`config.mk`:
```
export PLATFORM = sky130hd
export DESIGN_NAME = cnt_period_ctrl
export DESIGN_NICKNAME = d
export VERILOG_FILES = /design/src/rtl/cnt_ctrl_pkg.sv /design/src/rtl/cnt_core.sv /design/src/rtl/cnt_period_ctrl.sv
export SDC_FILE = /design/constraint.sdc
export NUM_CORES = 1
export LEC_CHECK = 0
export CORE_MARGIN = 3
export CORE_UTILIZATION = 37
export CTS_BUF_LIST = sky130_fd_sc_hd__clkbuf_4 sky130_fd_sc_hd__clkbuf_8
export DETAILED_ROUTE_END_ITERATION = 8
export GPL_TIMING_DRIVEN = 1
export HOLD_SLACK_MARGIN = 0.08
export PLACE_DENSITY = 0.63
export SYNTH_ARGS = -nofsm -noshare
export SYNTH_HDL_FRONTEND = slang
export SYNTH_SLANG_ARGS = --single-unit
export TNS_END_PERCENT = 5
```
`constraint.sdc`:
```
create_clock -name clk -period 1.4 [get_ports clk]
set_input_delay 0.21 -clock clk [delete_from_list [all_inputs] [get_ports clk]]
set_output_delay 0.21 -clock clk [all_outputs]
set_load 0.01 [all_outputs]
```
`src/rtl/cnt_ctrl_pkg.sv`:
```
// cnt_ctrl_pkg: FSM state encoding and default width for cnt_period_ctrl (optional CNT_CTRL_DOWN_EN)
package cnt_ctrl_pkg;
  localparam logic [1:0] ST_IDLE  = 2'd0;
  localparam logic [1:0] ST_RUN   = 2'd1;
  localparam logic [1:0] ST_PAUSE = 2'd2;
  localparam int WIDTH_DEF = 4;
endpackage

```
`src/rtl/cnt_core.sv`:
```
// cnt_core: counter register with clear/load/enable, optional down count under CNT_CTRL_DOWN_EN
module cnt_core
  import cnt_ctrl_pkg::*;
#(
  parameter int WIDTH = WIDTH_DEF
) (
  input  logic             clk,
  input  logic             rst,
  input  logic             clr,
  input  logic             load,
  input  logic [WIDTH-1:0] load_val,
  input  logic             en,
`ifdef CNT_CTRL_DOWN_EN
  input  logic             dn,
`endif
  output logic [WIDTH-1:0] q
);
  always_ff @(posedge clk) begin
    if (rst || clr) q <= '0;
    else if (load) q <= load_val;
`ifdef CNT_CTRL_DOWN_EN
    else if (en) q <= dn ? q - WIDTH'(1) : q + WIDTH'(1);
`else
    else if (en) q <= q + WIDTH'(1);
`endif
  end
endmodule

```
`src/rtl/cnt_period_ctrl.sv`:
```
// cnt_period_ctrl: start/stop interval timer FSM driving cnt_core; CNT_CTRL_DOWN_EN adds down-count mode
module cnt_period_ctrl
  import cnt_ctrl_pkg::*;
#(
  parameter int WIDTH       = WIDTH_DEF,
  parameter int ZERO_AS_ONE = 1
) (
  input  logic             clk,
  input  logic             rst,
  input  logic             start,
  input  logic             stop,
  input  logic             periodic,
`ifdef CNT_CTRL_DOWN_EN
  input  logic             down,
`endif
  input  logic [WIDTH-1:0] period_in,
  output logic [WIDTH-1:0] count,
  output logic             busy,
  output logic             tick,
  output logic             done
);
  logic [1:0] state, state_nxt;
  logic [WIDTH-1:0] period_r, period_eff, load_val;
  logic mode_r, dn_r, dn_start, go, term, clr, load, en;
  assign period_eff = (ZERO_AS_ONE != 0 && period_in == '0) ? WIDTH'(1) : period_in;
  assign go = state == ST_IDLE && start && !stop;
`ifdef CNT_CTRL_DOWN_EN
  assign dn_start = down;
  always_ff @(posedge clk) begin
    if (rst) dn_r <= 1'b0;
    else if (go) dn_r <= down;
  end
`else
  assign dn_start = 1'b0;
  assign dn_r = 1'b0;
`endif
  assign term = dn_r ? count == '0 : count == period_r;
  always_ff @(posedge clk) begin
    if (rst) begin
      state    <= ST_IDLE;
      period_r <= '0;
      mode_r   <= 1'b0;
      done     <= 1'b0;
    end else begin
      state <= state_nxt;
      done  <= clr && state != ST_IDLE;
      if (go) begin
        period_r <= period_eff;
        mode_r   <= periodic;
      end
    end
  end
  always_comb begin
    state_nxt = ST_IDLE;
    case (state)
      ST_IDLE:  state_nxt = go ? ST_RUN : ST_IDLE;
      ST_RUN:   state_nxt = stop ? ST_PAUSE : (term && !mode_r) ? ST_IDLE : ST_RUN;
      ST_PAUSE: state_nxt = stop ? ST_IDLE : start ? ST_RUN : ST_PAUSE;
      default:  state_nxt = ST_IDLE;
    endcase
  end
  always_comb begin
    busy     = state != ST_IDLE;
    tick     = state == ST_RUN && term;
    en       = state == ST_RUN && !stop && !term;
    load     = go || (state == ST_RUN && !stop && term && mode_r);
    clr      = (state == ST_RUN && !stop && term && !mode_r) || (state == ST_PAUSE && stop) || (state == ST_IDLE && !go);
    load_val = state == ST_IDLE ? (dn_start ? period_eff : '0) : (dn_r ? period_r : '0);
  end
  cnt_core #(.WIDTH(WIDTH)) u_core (
    .clk(clk),
    .rst(rst),
    .clr(clr),
    .load(load),
    .load_val(load_val),
    .en(en),
`ifdef CNT_CTRL_DOWN_EN
    .dn(dn_r),
`endif
    .q(count)
  );
endmodule

```
== Yosys cells after proc, flatten, opt, wreduce, memory -nomap -nowiden ==
Index checks and enable logic that the tools add are counted.
W data, S select, Z words.
Cells by class
  add/sub/neg operators: 1
  equality and inequality tests: 3
  multiplexer cells: 7
  reductions and logical operators: 24
Operator list (number)
  $logic_and A1 B1 Y1: 12
  $mux W2: 3
  $pmux W2 S3: 1
  $add A4 B1 Y4 const B: 1
  $eq A4 B4 Y1: 1
  $logic_not A1 Y1: 4
  $logic_not A4 Y1: 1
  $logic_or A1 B1 Y1: 4
  $mux W4: 1
  $eq A2 B1 Y1 const B: 1
  $eq A2 B2 Y1 const B: 1
  $logic_not A2 Y1: 1
  $mux W1: 2
  $reduce_bool A2 Y1: 1
  $reduce_or A2 Y1: 1
Word-level totals
  flip-flop bits (word level): 12
  bits of input ports: 9
  word-level logic and storage cells: 40

== Longest topological paths before layout ==
Gate-level depths: netlist of the first run.
  depth after elaboration: 8
  depth in mapped cells: 6
  mapped depth without buffers: 4

== Modules after synthesis ==
Synthesis of the first run repeated with hierarchy kept, for this count alone.
Second synthesis, totals
  cells, all modules: 75
  area, all modules: 680.7 µm²
By module, submodules not included
  cnt_period_ctrl: times used 1, cells an instance 52, area each 484.2 µm², seq. area each 160.2 µm²
  cnt_core: times used 1, cells an instance 23, area each 196.4 µm², seq. area each 80.1 µm²

== Least setup slack after synthesis of the first run ==
Ideal clock, no wire load.
  kind: reg2reg
  start point: reg state[0]
  end point: reg u_core.q[2]
  library setup time: 0.066 ns
  data arrival time: 1.274 ns
  data required time: 1.334 ns
  setup slack: 0.060 ns
  cell stages (with the launch flop): 7
  path buffers: 2
  period minus slack after synthesis: 1.340 ns
  cell sequence: dfxtp_1 buf_6 or3b_1 buf_6 nor3b_2 o21ai_1 a21oi_2
Between the ends
  word-level cells in the longest chain between the ends: 8
  elaborated cells on any way between the ends: 18
  classes of those cells: eq/ne (2); reduce/logical (16)
RTL lines
  start: declaration: line cnt_period_ctrl.sv:22  | logic [1:0] state, state_nxt;
  start signal: assignment: line cnt_period_ctrl.sv:45  | state <= state_nxt;
  $eq A2 B1 Y1 / $logic_not A2 Y1 (equally long branches)
  $logic_and A1 B1 Y1 (on tied branches)
  $logic_and A1 B1 Y1 (on tied branches): line cnt_period_ctrl.sv:66, cnt_period_ctrl.sv:67, cnt_period_ctrl.sv:26
  $logic_and A1 B1 Y1 / $logic_not A1 Y1 (equally long branches): line cnt_period_ctrl.sv:67  | clr = (state == ST_RUN && !stop && term && !mode_r) || (state == ST_PAUSE && stop) || (state == ST_IDLE && !go ...
  $logic_or A1 B1 Y1 / $logic_and A1 B1 Y1 (equally long branches): line cnt_period_ctrl.sv:67
  $logic_or A1 B1 Y1: line cnt_period_ctrl.sv:67
  $logic_or A1 B1 Y1: line cnt_core.sv:19  | if (rst || clr) q <= '0;
  $reduce_or A2 Y1 (no source line)
  end signal: assignment: line cnt_core.sv:20  | else if (load) q <= load_val;
  end signal: assignment: line cnt_core.sv:24  | else if (en) q <= q + WIDTH'(1);
  end: declaration: line cnt_core.sv:16  | output logic [WIDTH-1:0] q
Parallel ways exist; a longest one is shown, timed or not.
A chain may end at the register's enable or synchronous reset.

== Worst setup path after layout of the first run ==
  start point: reg u_core.q[1]
  end point: out tick
Between the ends
  word-level cells in the longest chain between the ends: 2
RTL lines
  $eq A4 B4 Y1: line cnt_period_ctrl.sv:37  | assign term = dn_r ? count == '0 : count == period_r;
  $logic_and A1 B1 Y1: line cnt_period_ctrl.sv:64  | tick = state == ST_RUN && term;
  end: declaration: line cnt_period_ctrl.sv:19  | output logic tick,
No other way between the ends.

==> results of run 1 <==
-- cell usage in the layout, fill, tap and decap left out, types with 3 or more instances in the layout --
master,count
buf_4,17
clkbuf_4,3
clkdlybuf4s50_1,9
dfxtp_1,5
dfxtp_2,7
dlygate4sd2_1,4
mux2i_1,4
nand2_1,5
nand3_1,4
nor2_1,11
nor2b_1,4
xnor2_2,4
-- kinds of logic after synthesis --
logic type                 synth area share, %
muxes                                     6.44
and+or+nand+nor                           29.6
AOI/OAI and AO/OA                         12.9
DFF                                       38.6
buffers and inverters                     4.83
adders and majority gates                 2.01
xor gates and xnor gates                  5.63
-- power groups by stage --
stage / registers, mW / logic (mW) / clock network (mW)
after CTS: 0.360 / 0.131 / 0.294
after global routing: 0.364 / 0.144 / 0.310
after global placement: 0.368 / 0.130 / 0
after detailed placement: 0.368 / 0.132 / 0
final: 0.363 / 0.133 / 0.283
after floorplan: 0.366 / 0.0644 / 0
-- routing by layer --
layer	vias to the layer above	wire length [um]	GRT usage (%)
li1	305	-	-
met1	255	636	18.1
met2	29	561	19.8
met3	4	117	4.60
met4	0	36	9.94
met5	-	0	0
-- state kept, by name, indices dropped and copies added (netlist names) --
name,flops
done,1
mode_r,1
period_r,4
state,2
u_core.q,4
-- worst max-delay path, stage by stage (launching register included) --
cell and delay (ns):
dfxtp_1 0.38, xnor2_2 0.13, nand4_2 0.13, nor2b_1 0.11, buf_2 0.13
-- metrics by stage --
| stage | hold WS [ns] | setup TNS (ns) |
|---|---|---|
| finish | 0.526 | 0 |
| global route | 0.525 | -0.0581 |
| CTS | 0.520 | -0.115 |
| detailed placement | 0.505 | -1.43 |
| global placement | 0.500 | -1.33 |
| floorplan | 0.288 | 0 |
-- layout make-up --
class | instances | area [um2] | area share [%]
Multi-Input combinational cell | 52 | 382 | 40.0
Inverter | 1 | 3.75 | 0.394
Sequential cell | 12 | 249 | 26.1
Clock buffer | 4 | 36.3 | 3.81
Timing Repair Buffer | 32 | 263 | 27.6
Tap cell | 16 | 20.0 | 2.10
-- timing repair --
item	4_1_cts	5_1_grt
gates resized for setup	11	11
endpoints found under the setup margin	6	3
pin swaps	1	4
-- final timing paths --
path	endpoint	slack (ns)	depth (start not counted)
setup reg to reg	period_r[0]	0.10	6
hold reg to reg	period_r[1]	0.53	2
setup / recovery	tick	0.03	4
hold / removal	period_r[0]	0.53	3
==> metrics.md, run 1 <==
| Metric | Value |
|---|---|
| Drt first pass iters | `4` |
| Top cells by area, synth | `dfxtp_1, nor2_1, mux2i_1` |
| Num ports | `16` |
| Tcrit/Tclk final | `97.7%` |
| DIE WIDTH | `~47 um` |
| Unrepaired setup endpoints after global routing | `yes` |
| Core footprint | `1540 um2` |
| Yosys reg bits | `12` |
| FF-to-FF Start | `state[1]` |
| Clock share of power | `36.3%` |
| Worst VDD drop | `0.000554 V` |
| Arrival time worst endpoint | `~1.2 ns` |
| Final WL | `1.35 mm` |
| Worst-Skew Late Latency | `0.28 ns` |
| Combinational Power Share | `17.1%` |
| Reg power frac | `46.6%` |
| Slew Limit Fails | `0` |
| HP Class | `input pin to flip-flop` |
| WS Path Type | `flip-flop to output pin` |
| Root Buffer | `clkbuf_4` |
| Starting Density | `40.3%` |
| Share of layout cells above drive strength 1 | `39.6%` |
| Leak | `roughly 0.4 nW` |
| Clock H-tree levels | `1` |
| Final instance area | `953 um2` |
| Vias in the first global route | `520` |
| First DRT Iteration DRCs | `20` |
| Yosys cell types | `29` |
| Crit. End Element | `output pin` |
| Bufs on Longest Clock Path | `2` |
| CP startpoint | `u_core.q[1]` |
| Total power per unit cell area | `a little over 800 nW/um2` |
| Sw frac | `24.2%` |
| Post-place setup slack | `-0.179 ns` |
| Post-synthesis sequential area ratio | `between 30% and 40%` |
| Placed Cells | `113` |
| # rows | `14` |
| Hold-fix buffers at CTS | `0` |
| ANT nets after route | `0` |
| HP Start | `period_in[0]` |
| Max-slew headroom | `85.7%` |
| First-pass GRT wire length | `roughly 2.1 mm` |
| Tot GR Track Use | `14.1%` |
| Max FO, Critical Path | `2` |
| Syn-to-layout area delta | `53.3%` |
| Worst slew pin tran | `0.213 ns` |
| Syn Inst Count | `68` |
| Fin Clk Skew | `0.00187 ns` |
| Initial antenna violation count | `0` |
| Final setup fails | `0` |
| # nets final | `112` |
| Vias per cell | `slightly above 5` |
| Largest net degree at the start of global routing | `9` |
| Post-Syn Nets | `78` |
| Critical path startpoint category | `flip-flop` |
| GR Overflow Total | `0` |
| GPL Wtd Cong | `0.867` |
| CP required | `1.19 ns` |
| Most frequent cell after synthesis | `dfxtp_1` |
| Drc violations | `0` |
| Fmax | `0.731 GHz` |
| Share of the synthesized area in the top cell type | `38.6%` |
| Final number of hold-violating endpoints | `0` |
| Setup Fix Bufs, Post-CTS | `0` |
| I/O Buffers | `15` |
| Core Util, Final | `61.9%` |
| Commonest cells in the netlist | `dfxtp_1, nor2_1, nand2_1` |
| Wirelength per Cell | `11.6 um` |
| Total power | `0.778 mW` |
| Non-Filler Instances | `117` |
| Die area | `approximately 2200 um2` |
| Dpl hpwl | `1.07 mm` |
| Power Internal | `between 0.5 and 0.6 mW` |
| Worst Slack Setup Final | `0.0326 ns` |
| Clk sinks | `12` |
| DP Area | `~890 um2` |
| Clk slew on worst S/H paths | `0.08 ns` |
| Max-Cap Viols | `0` |
| Antenna cells | `0` |
| Post-synth EDFFs | `0` |
| Total CTS buffers | `3` |
| Largest area contributor in the netlist | `dfxtp_1` |
| Mean post-synth cell area | `9.14 um2` |
| Asr flop ratio synth | `0%` |
| P_sw | `0.188 mW` |
| Status | `completed` |
| Routed vias | `around 600` |
| Fill cells | `roughly 140` |
| Die Y | `47.0 um` |
| Min cycle time layout | `1.37 ns` |
| YS warnings | `0` |
| CTS tree | `yes` |
| Top FF cell, synth | `dfxtp_1` |
| Synthesized cell area | `622 um2` |
Note: power is estimated with default switching activity, not from simulation.
==> run 2: changes to the inputs <==
--- a/config.mk
+++ b/config.mk
@@ -11,8 +11,9 @@
 export DETAILED_ROUTE_END_ITERATION = 8
 export GPL_TIMING_DRIVEN = 1
 export HOLD_SLACK_MARGIN = 0.08
-export PLACE_DENSITY = 0.63
+export PLACE_DENSITY = 0.62
 export SYNTH_ARGS = -nofsm -noshare
 export SYNTH_HDL_FRONTEND = slang
+export SYNTH_HIERARCHICAL = 1
 export SYNTH_SLANG_ARGS = --single-unit
 export TNS_END_PERCENT = 5
==> metrics.md, run 2 <==
| Metric | Value |
|---|---|
| Top cells by area, synth | `dfxtp_1, xor2_1, mux2i_1` |
| Die Y | `48.9 um` |
| Post-place setup slack | `-0.538 ns` |
| Final instance area | `1070 um2` |
| DIE WIDTH | `48.9 um` |
| Drc violations | `0` |
| First-pass GRT wire length | `2.68 mm` |
| Min cycle time layout | `approximately 1.8 ns` |
| Yosys cell types | `31` |
| Max FO, Critical Path | `2` |
| Tot GR Track Use | `14.4%` |
| Total power per unit cell area | `795 nW/um2` |
| Initial antenna violation count | `0` |
| Final WL | `1.63 mm` |
| Reg power frac | `42.8%` |
| Placed Cells | `133` |
| Top FF cell, synth | `dfxtp_1` |
| Share of the synthesized area in the top cell type | `between 30% and 40%` |
| Routed vias | `635` |
| Clk sinks | `12` |
| Most frequent cell after synthesis | `dfxtp_1` |
| Power Internal | `0.630 mW` |
| Dpl hpwl | `1.25 mm` |
| Final setup fails | `6` |
| Crit. End Element | `output pin` |
| Final number of hold-violating endpoints | `0` |
| CP cell instances | `xor2_1, or4_4, nor3b_2, buf_2` |
| Clock share of power | `33.4%` |
| Commonest cells in the netlist | `dfxtp_1, nor2_1, xor2_1` |
| DP Area | `1030 um2` |
| P_sw | `0.224 mW` |
| YS warnings | `6` |
| HP Class | `input pin to flip-flop` |
| Fin Clk Skew | `0.00236 ns` |
| Starting Density | `42.2%` |
| # rows | `14` |
| Vias in the first global route | `600` |
| Failing checks | `negative setup slack` |
| Tcrit/Tclk final | `130%` |
| Worst VDD drop | `0.000438 V` |
| Slew Limit Fails | `0` |
| Synthesized cell area | `681 um2` |
| Largest net degree at the start of global routing | `10` |
| Worst Slack Setup Final | `-0.414 ns` |
| Fmax | `between 0.5 and 0.6 GHz` |
| WS Path Type | `flip-flop to output pin` |
| Sw frac | `26.3%` |
| Bufs on Longest Clock Path | `2` |
| Cell family with most CP delay | `simple AND/OR/NAND/NOR gates` |
| Status | `finished with violations` |
| Syn-to-layout area delta | `57.9%` |
| Worst path max stage delay | `0.55 ns` |
| Commonest non-fill, non-tap cell in the layout | `buf_4` |
| Worst-Skew Late Latency | `about 0.27 ns` |
| Yosys reg bits | `12` |
| Core Util, Final | `66.7%` |
| Max-Cap Viols | `0` |
| Most frequent cells in the layout | `buf_4, nor2_1, clkdlybuf4s50_1` |
| Critical path buffer and inverter count | `1` |
| # nets final | `124` |
| Num ports | `16` |
| Post-synth EDFFs | `0` |
| Setup TNS | `-1.85 ns` |
| Root Buffer | `clkbuf_4` |
| Unrepaired setup endpoints after global routing | `yes` |
| Clk slew on worst S/H paths | `~0.09 ns` |
| I/O Buffers | `15` |
| Combinational Power Share | `between 20% and 30%` |
| Total CTS buffers | `3` |
| Total power | `0.855 mW` |
| Post-synthesis sequential area ratio | `around a third` |
| Leak | `between 0.4 and 0.5 nW` |
| Largest area contributor in the netlist | `dfxtp_1` |
| Wirelength per Cell | `approximately 12 um` |
| Clock H-tree levels | `1` |
| Antenna cells | `0` |
| Core footprint | `1610 um2` |
| Hold-fix buffers at CTS | `0` |
| ANT nets after route | `0` |
| Asr flop ratio synth | `0%` |
| GR Overflow Total | `0` |
| First DRT Iteration DRCs | `5` |
| CTS tree | `yes` |
| Share of layout cells above drive strength 1 | `about two fifths` |
| Die area | `2390 um2` |
| Largest registers | `period_r (4), u_core/q (4), state (2)` |
| Non-Filler Instances | `137` |
| GPL Wtd Cong | `0.746` |
| Critical path startpoint category | `flip-flop` |
| Hold_ws | `0.390 ns` |
| Mean post-synth cell area | `9.08 um2` |
| CP required | `1.19 ns` |
| Arrival time worst endpoint | `around 1.6 ns` |
| Vias per cell | `4.64` |
| Slowest CP cell | `or4_4` |
| Drt first pass iters | `3` |
| Syn Inst Count | `75` |
[run 2: cells by family after synthesis]
| kind of cell | Yosys count | share of synthesized area (%) |
|---|---|---|
| compound gates | 14 | 15.1 |
| xor+xnor | 7 | 9.01 |
| fa+ha+maj | 1 | 1.84 |
| buf+inv | 6 | 3.86 |
| flops | 12 | 35.3 |
| mux | 5 | 7.35 |
| other cells | 1 | 0.551 |
| simple gates | 29 | 27.0 |
[run 2: area by class of cell]
type	instances	area, um2
multi-input combinational	60	452
sequential	12	248
clock buffer	4	36.3
timing repair buffer	35	302
fill	126	537
inverter	2	7.51
tap	24	30.0
[run 2: worst reg2reg max path, delay by kind of cell, from the launching register on]
kind / cells / cell delay, ns
AO/OA/AOI/OAI: 3 / 0.36
XOR/XNOR: 1 / 0.16
buffers and inverters: 1 / 0.16
flip-flops: 1 / 0.33
AND/OR/NAND/NOR: 2 / 0.64
[run 2: metal layers]
metal,vias to the layer above,GRT usage [%],wire [um]
met5,-,0,0
met1,290,18.6,811
met4,0,4.27,0
li1,338,-,-
met2,7,23.8,769
met3,0,3.36,44
[run 2: worst paths after layout]
| check | to | slack (ns) | startpoint | cells after the start |
|---|---|---|---|---|
| setup / recovery | tick | -0.41 | u_core/q[2] | 4 |
| hold / removal | state[1] | 0.39 | stop | 4 |
| setup reg to reg | u_core/q[2] | -0.35 | u_core/q[2] | 7 |
| hold reg to reg | period_r[2] | 0.52 | period_r[2] | 2 |
[run 2: what timing repair did]
action | in CTS | in global routing
pin swaps | 0 | 1
endpoints found under the setup margin | 11 | 12
gates resized for setup | 16 | 5
buffers inserted | 0 | 0
[run 2: power by group through the flow]
stage	registers [mW]	clock network, mW	logic, mW
2_1_floorplan	0.374	0	0.0991
3_3_place_gp	0.373	0	0.201
5_1_grt	0.367	0.305	0.222
3_5_place_dp	0.373	0	0.202
4_1_cts	0.366	0.291	0.200
6_report	0.366	0.286	0.203
==> run 3: changes to the inputs <==
--- a/config.mk
+++ b/config.mk
@@ -9,6 +9,7 @@
 export CORE_UTILIZATION = 37
 export CTS_BUF_LIST = sky130_fd_sc_hd__clkbuf_4 sky130_fd_sc_hd__clkbuf_8
 export DETAILED_ROUTE_END_ITERATION = 8
+export GPL_ROUTABILITY_DRIVEN = 0
 export GPL_TIMING_DRIVEN = 1
 export HOLD_SLACK_MARGIN = 0.08
 export PLACE_DENSITY = 0.62
==> results of run 3 <==
Final layout, timing and power as in run 2 (identical DEF).
